==> src/rtl/mem_port_arbiter.sv <==
// Round-robin arbiter sharing one single-port synchronous SRAM between the
// instruction-fetch and data ports; one access per two cycles, ack one cycle after issue.
module mem_port_arbiter #(
    parameter int XLEN   = 32,
    parameter int ADDR_W = 14
) (
    input  logic              clock,
    input  logic              reset,
    input  logic              if_req,
    input  logic [XLEN-1:0]   if_addr,
    output logic [XLEN-1:0]   if_rdata,
    output logic              if_ack,
    output logic              if_stall,
    input  logic              d_load,
    input  logic              d_store,
    input  logic [XLEN-1:0]   d_addr,
    input  logic [XLEN-1:0]   d_wdata,
    output logic [XLEN-1:0]   d_rdata,
    output logic              d_ack,
    output logic              d_stall,
    output logic              mem_en,
    output logic              mem_we,
    output logic [ADDR_W-1:0] mem_addr,
    output logic [XLEN-1:0]   mem_wdata,
    input  logic [XLEN-1:0]   mem_rdata
);

    typedef enum logic [1:0] {IDLE, IF_WAIT, D_WAIT} state_t;

    state_t state;
    logic   last_d;
    logic   d_req;
    logic   grant_d;
    logic   issue;

    // Byte-offset and above-memory address bits are intentionally dropped.
    logic unused_addr_bits;
    assign unused_addr_bits = ^{if_addr[XLEN-1:ADDR_W+2], if_addr[1:0],
                                d_addr[XLEN-1:ADDR_W+2], d_addr[1:0]};

    always_comb begin
        d_req     = d_load | d_store;
        grant_d   = d_req & (~if_req | ~last_d);
        issue     = (state == IDLE) & ~reset & (if_req | d_req);

        mem_en    = issue;
        mem_we    = issue & grant_d & d_store;
        mem_addr  = '0;
        if (issue)
            mem_addr = grant_d ? d_addr[ADDR_W+1:2] : if_addr[ADDR_W+1:2];
        mem_wdata = mem_we ? d_wdata : '0;

        // Acks come straight from the WAIT state, masked so a reset aborts them.
        if_ack    = (state == IF_WAIT) & ~reset;
        d_ack     = (state == D_WAIT) & ~reset;
        if_rdata  = if_ack ? mem_rdata : '0;
        d_rdata   = d_ack ? mem_rdata : '0;
        if_stall  = if_req & ~if_ack;
        d_stall   = d_req & ~d_ack;
    end

    always_ff @(posedge clock) begin
        if (reset) begin
            state  <= IDLE;
            last_d <= 1'b0;
        end else begin
            case (state)
                IDLE: begin
                    if (issue) begin
                        state  <= grant_d ? D_WAIT : IF_WAIT;
                        last_d <= grant_d;
                    end
                end
                IF_WAIT: state <= IDLE;
                D_WAIT:  state <= IDLE;
                default: state <= IDLE;
            endcase
        end
    end

endmodule

==> config.mk <==
export PLATFORM = sky130hd
export DESIGN_NAME = mem_port_arbiter
export DESIGN_NICKNAME = d
export VERILOG_FILES = /design/src/rtl/mem_port_arbiter.sv
export SDC_FILE = /design/constraint.sdc
export NUM_CORES = 1
export LEC_CHECK = 0
export CELL_PAD_IN_SITES_DETAIL_PLACEMENT = 0
export CELL_PAD_IN_SITES_GLOBAL_PLACEMENT = 2
export CORE_ASPECT_RATIO = 1.75
export CORE_MARGIN = 1
export CORE_UTILIZATION = 10
export DETAILED_ROUTE_END_ITERATION = 16
export PLACE_DENSITY = 0.95
export SLEW_MARGIN = 25
export SYNTH_ARGS = -nofsm -noshare
export SYNTH_HDL_FRONTEND = slang
export SYNTH_SLANG_ARGS = --single-unit
==> constraint.sdc <==
create_clock -name clock -period 1.6 [get_ports clock]
set_input_delay 0.32 -clock clock [delete_from_list [all_inputs] [get_ports clock]]
set_output_delay 0.32 -clock clock [all_outputs]
set_load 0.05 [all_outputs]
==> parameters.txt, run 1 <==
Parameter                              Value

Clock tree
  Clk sinks ... 3
  # H-tree levels ... 1
  Clock latency on the worst-skew pair ... 0.23 ns
  Number of buffers inserted for hold repair after clock tree synthesis ... 0
  Number of buffers between clock root and the deepest sink ... 2
  Clock root buffer ... clkbuf_16
  Clock-pin slew of the registers on the worst-case setup and hold paths ... 0.03 ns
  Clock tree from TritonCTS ... built
  Clock buffers created by TritonCTS ... 3

Place
  Input/output buffers ... 212
  RePlAce Congestion ... 0.733
  HPWL Detailed ... 6140 um
  Number of placed instances with taps included ... 477
  Post-place setup slack ... -0.602 ns

Synth
  Async set-or-reset flop fraction in the synthesized netlist ... 0
  Nets in the synthesized netlist ... 275
  Post-synthesis instance area ... 1010 um^2
  Flip-flop and latch count after synthesis ... 3
  Synthesized area per cell ... 7.09 um^2
  Synth top cells by count ... and2_1, and3_1, a32o_1
  Post-synth top area share ... 0.410
  Leading cell types by total area after synthesis ... and2_1, and3_1, a32o_1, dfxtp_1, nor4_4
  Cell with the most instances after synthesis ... and2_1
  Share of synthesized area occupied by flip-flops and latches ... 0.0596
  Number of distinct library cell variants in the gate-level netlist after synthesis ... 16
  Count of warnings emitted by yosys ... 0
  Count of mapped cells out of synthesis ... 142
  Most used flip-flop cell after synthesis ... dfxtp_1
  Dominant cell type by area after synthesis ... and2_1
  Number of synthesized flops with an enable pin ... 0

Global route
  Pin count of the biggest net entering global routing ... 35
  Number of antenna violations at the first check in global routing ... 0
  Overall routing resource usage ... 0.164
  Vias in the first global route ... 2318
  Global-route wire length before repair ... 13100 um
  Global-route congestion overflow total ... 0

Detailed routing
  DRC violation count after routing ... 0
  Via density ... 4.10
  Average wire per standard cell ... 17.1 um
  Drt total wl ... 8620 um
  Vias ... 2063
  Initial DRC count ... 46
  Number of nets with antenna violations after routing ... 0
  Total iterations of the first detailed-routing run ... 4

Final layout
  Non-filler instance count after layout ... 503
  Number of nets in the layout ... 512
  Synth-to-layout area growth ... 431%
  Antenna Cells ... 0
  Fraction of layout cells with a size suffix above 1 ... 0.743

STA
  Final worst path period share ... 1.29
  Final worst setup slack ... -0.457 ns
  FMAX ... 486 MHz
  Final count of hold timing violations ... 0
  Final count of pins violating max slew ... 0
  Setup repair after global routing missed its margin ... true
  Final hold slack ... 0.437 ns
  Number of setup violations in the final report ... 116
  Transition at the pin with the smallest max-transition slack ... 0.256 ns
  Final critical delay including setup and external delays ... 2.06 ns
  Slew HR ... 0.828
  Worst clock skew ... 0.000140 ns
  Setup_tns ... -29.81 ns

Critical path
  Crit Path Max Fanout ... 6
  Data required time of the worst path ... 1.28 ns
  Worst setup EP type ... output port
  Setup crit start kind ... flop
  Slack of the worst reg-to-reg path ... 0.31 ns
  Path type of the worst setup path ... flop to output port
  Arrival time at the worst endpoint ... 1.74 ns

Floorplanning
  Die X ... 77.9 um
  I/O pin count ... 249
  Placeable core region ... 9850 um^2
  Die area ... 10500 um^2
  Initial standard-cell utilization of the core ... 0.102
  Vertical die dimension ... 135 um
  Num rows ... 48

Power
  Maximum vdd ir drop ... 0.600 mV
  P_sw ... 0.000979 W
  Switch share ... 0.397
  Power density of the placed cells ... 461 nW/um^2
  Clock share of power ... 0.166
  Portion of total power attributed to sequential cells ... 0.041
  Internal Dissipation ... 0.00148 W
  Combinational share of power ... 0.793
  Total design power ... 0.00246 W
  P_leak ... 2.23 nW

Run status
  Violations in the final reports ... negative setup slack
  Result of the run ... finished, violations left

Hold path
  Type of the worst min-delay path ... input port to flop

Flow run
  Max-Cap Viols ... 0
-- placed cells by master (no fill, tap or decap) --
cell type        count
o2bb2ai_4            1
dfxtp_4              2
o21bai_1             1
buf_8                5
buf_4                8
clkbuf_16            3
clkdlybuf4s15_2      2
and2_1               1
a32o_2              14
nor2_4               1
buf_2                1
nor3_2               1
clkbuf_1             1
buf_12             120
and2_4              64
nand2b_1             1
and3_4              32
nor4_4               2
nor3b_4              2
clkdlybuf4s50_1     92
nor2b_4              1
dfxtp_2              1
nor2_1               1
and2_2               1
buf_16               5
buf_6               15
-- final timing paths --
path / start / endpoint / depth (start not counted)
max reg2reg: last_d$_SDFFE_PP0P_ / last_d$_SDFFE_PP0P_ / 5
max: last_d$_SDFFE_PP0P_ / mem_wdata[0] / 7
min reg2reg: last_d$_SDFFE_PP0P_ / last_d$_SDFFE_PP0P_ / 3
min: reset / last_d$_SDFFE_PP0P_ / 3
-- routing by layer --
metal / vias up / global-route usage / wire [um]
met3: 3 / 0.0277 / 574
met4: 0 / 0.0252 / 42
met2: 113 / 0.350 / 5330
li1: 979 / - / -
met1: 968 / 0.159 / 2670
met5: - / 0 / 0
-- final cells by class --
class / instances / area (um^2)
fillers: 830 / 4500
repair buffers: 248 / 3790
multi-input cells: 123 / 1250
well taps: 125 / 156
clock buffers: 4 / 78.8
flip-flops and latches: 3 / 68.8
-- power by group through the flow --
stage | combinational [W] | clock (W) | sequential, W
CTS | 0.00201 | 0.000415 | 0.000101
global route | 0.00203 | 0.000422 | 0.000103
floorplan | 0.000739 | 0 | 0.0000984
global placement | 0.00166 | 0 | 0.0000997
detailed placement | 0.00167 | 0 | 0.0000997
finish | 0.00195 | 0.000408 | 0.000101
-- metrics by stage --
step | utilization | instance area (um^2)
5_1_grt | 0.543 | 5350
6_report | 0.543 | 5350
3_3_place_gp | 0.473 | 4660
4_1_cts | 0.556 | 5470
3_5_place_dp | 0.473 | 4660
2_1_floorplan | - | 1170
-- logic make-up after synthesis --
| kind of cell | synth area share |
|---|---|
| and+or+nand+nor | 0.701 |
| AOI/OAI and AO/OA | 0.161 |
| buffers and inverters | 0.0783 |
| DFF | 0.0596 |
-- flip-flops by register name, summed over array words and instances, names as in the netlist --
| register | cells |
|---|---|
| state | 2 |
| last_d | 1 |
-- worst max-delay path, stage by stage, from the launching register on --
cell,delay [ns]
dfxtp_2,0.32
o2bb2ai_4,0.15
nor4_4,0.28
buf_4,0.19
buf_12,0.12
buf_16,0.11
and3_4,0.20
buf_12,0.13
-- repair_timing --
action / in CTS / in global routing
endpoints found under the setup margin: 116 / 116
resized for setup: 133 / 14
pin swaps: 47 / 25
buffers inserted: 19 / 1
cloned: 12 / 0
Note: power is estimated with default switching activity, not from simulation.
==> run 2: changes to the inputs <==
CORE_MARGIN = 5   (was 1)
MAX_ROUTING_LAYER = met4   (was not set)
SLEW_MARGIN = not set   (was 25)
==> parameters.txt, run 2 (synthesis gave the netlist of run 1 again) <==
Parameter                              Value

Critical path
  Path type of the worst setup path ... flop to output port
  Crit Path Max Fanout ... 6
  Worst setup EP type ... output port
  Arrival time at the worst endpoint ... 1.56 ns
  Worst path slowest cell ... dfxtp_4
  Stages on worst setup path ... 5
  Worst reg2reg path startpoint ... state[1]$_SDFFE_PP0P_
  Last element of the critical path ... mem_wdata[17]
  Depth of the worst register-to-register path ... 5
  Launch point of the worst path ... state[1]$_SDFFE_PP0P_
  Buf/Inv on CP ... 3
  Terminus of the critical flop-to-flop path ... last_d$_SDFFE_PP0P_
  Slack of the worst reg-to-reg path ... 0.39 ns
  Setup crit start kind ... flop
  Cell breakdown of the critical path ... nor4_4 > buf_6 > clkbuf_16 > and3_2 > buf_12
  Data required time of the worst path ... 1.28 ns
  Delay of the slowest cell on the worst path ... 0.35 ns
  Dominant delay contributor by cell family on the critical path ... buffers and inverters

Final layout
  Fraction of layout cells with a size suffix above 1 ... 0.737
  Largest regs ... state: 2 flops, last_d: 1 flops
  Commonest cells after routing, fill and taps aside ... buf_12, clkdlybuf4s50_1, and2_4
  Filler instances ... 889
  Number of flip-flops under the largest register name ... 2
  Number of nets in the layout ... 510
  Register with the highest flop count ... state
  Synth-to-layout area growth ... 416%
  Most common cell after layout, fill and taps aside ... buf_12

Floorplanning
  Vertical die dimension ... 143 um
  Placeable core region ... 9850 um^2
  Num rows ... 48
  Die area ... 12300 um^2
  Die X ... 85.9 um
  I/O pin count ... 249
  Initial standard-cell utilization of the core ... 0.102

Clock tree
  Number of buffers inserted for hold repair after clock tree synthesis ... 0
  Clock buffers created by TritonCTS ... 3
  Clock root buffer ... clkbuf_16
  Clk sinks ... 3
  Clock-pin slew of the registers on the worst-case setup and hold paths ... 0.03 ns
  Clock latency on the worst-skew pair ... 0.23 ns
  Number of buffers between clock root and the deepest sink ... 2
  # H-tree levels ... 1
  Clock tree from TritonCTS ... built

Detailed routing
  Initial DRC count ... 41
  Total iterations of the first detailed-routing run ... 4
  Drt total wl ... 9050 um
  Average wire per standard cell ... 18.0 um
  Via density ... 4.09
  Vias ... 2054
  Number of nets with antenna violations after routing ... 0
  DRC violation count after routing ... 0

Power
  Switch share ... 0.400
  P_leak ... 2.23 nW
  Portion of total power attributed to sequential cells ... 0.042
  Internal Dissipation ... 0.00142 W
  Combinational share of power ... 0.788
  Clock share of power ... 0.170
  Maximum vdd ir drop ... 0.513 mV
  Power density of the placed cells ... 456 nW/um^2
  P_sw ... 0.000947 W

STA
  Slew HR ... 0.819
  Final critical delay including setup and external delays ... 1.88 ns
  FMAX ... 531 MHz
  Worst clock skew ... 0.00239 ns
  Final worst path period share ... 1.18
  Final count of hold timing violations ... 0
  Number of setup violations in the final report ... 116
  Final worst setup slack ... -0.282 ns
  Setup repair after global routing missed its margin ... true
  Final count of pins violating max slew ... 0
  Transition at the pin with the smallest max-transition slack ... 0.269 ns
  Setup_tns ... -22.13 ns

Place
  Input/output buffers ... 212
  RePlAce Congestion ... 0.763
  HPWL Detailed ... 7110 um
  Post-place setup slack ... -0.652 ns

Global route
  Number of antenna violations at the first check in global routing ... 1
  Vias in the first global route ... 2325
  Overall routing resource usage ... 0.140
  Global-route wire length before repair ... 12900 um
  Global-route congestion overflow total ... 0
  Pin count of the biggest net entering global routing ... 32

Run status
  Result of the run ... finished, violations left
  Violations in the final reports ... negative setup slack

Hold path
  Type of the worst min-delay path ... flop to flop

Flow run
  Max-Cap Viols ... 0
## run 2: changes by cell type in the layout (fill, tap and decap cells not counted), moves of 2 or more
cell	previous run	this run
buf_6	15	18
and3_4	32	12
buf_16	5	1
clkbuf_16	3	6
and3_2	0	20
buf_8	5	3
clkdlybuf4s15_2	2	0
## run 2: tightest hold or removal path, stage by stage, from the launching register on
cell	delay, ns
dfxtp_1	0.31
nand2b_1	0.07
o21bai_1	0.05
## run 2: how the worst min path moves through the flow
stage                              from                   to  slack [ns]  cells past startpoint
floorplan           last_d$_SDFFE_PP0P_  last_d$_SDFFE_PP0P_        0.46                      2
global placement    last_d$_SDFFE_PP0P_  last_d$_SDFFE_PP0P_        0.48                      2
detailed placement  last_d$_SDFFE_PP0P_  last_d$_SDFFE_PP0P_        0.49                      2
CTS                 last_d$_SDFFE_PP0P_  last_d$_SDFFE_PP0P_        0.49                      2
global route        last_d$_SDFFE_PP0P_  last_d$_SDFFE_PP0P_        0.52                      2
finish              last_d$_SDFFE_PP0P_  last_d$_SDFFE_PP0P_        0.49                      2
## run 2: what timing repair did
action                                  CTS  global route
buffers inserted                         11             1
gates resized for setup                  89            31
pin swaps                                42            15
gates cloned                              6             4
endpoints found under the setup margin  116           116
## run 2: layout make-up
type	count	area (um^2)	area share
antenna	1	2.50	0.000482
sequential	3	67.6	0.0130
timing repair buffer	246	3740	0.719
multi-input combinational	123	1150	0.222
tap	125	156	0.0301
clock buffer	4	78.8	0.0152
## run 2: stage by stage
step	hold slack, ns	power [W]	std cells	cell area (um^2)	util
3_5_place_dp	0.486	0.00177	477	4630	0.470
6_report	0.487	0.00237	502	5200	0.528
4_1_cts	0.491	0.00236	498	5090	0.517
2_1_floorplan	0.459	0.000837	142	1170	-
3_3_place_gp	0.478	0.00175	477	4630	0.470
5_1_grt	0.523	0.00246	502	5200	0.528
## run 2: layer usage
metal,global-route usage,part of all wire,vias to the layer above
met5,-,0,-
met2,0.272,0.58,128
met4,0.0267,0.014,0
li1,-,-,971
met1,0.136,0.33,946
met3,0.0364,0.081,9
## run 2: power groups by stage
stage	clock network, W	logic [W]	registers (W)
6_report	0.000403	0.00187	0.000100
5_1_grt	0.000415	0.00194	0.000102
4_1_cts	0.000411	0.00185	0.000101
3_5_place_dp	0	0.00167	0.000102
3_3_place_gp	0	0.00164	0.000101
2_1_floorplan	0	0.000739	0.0000984
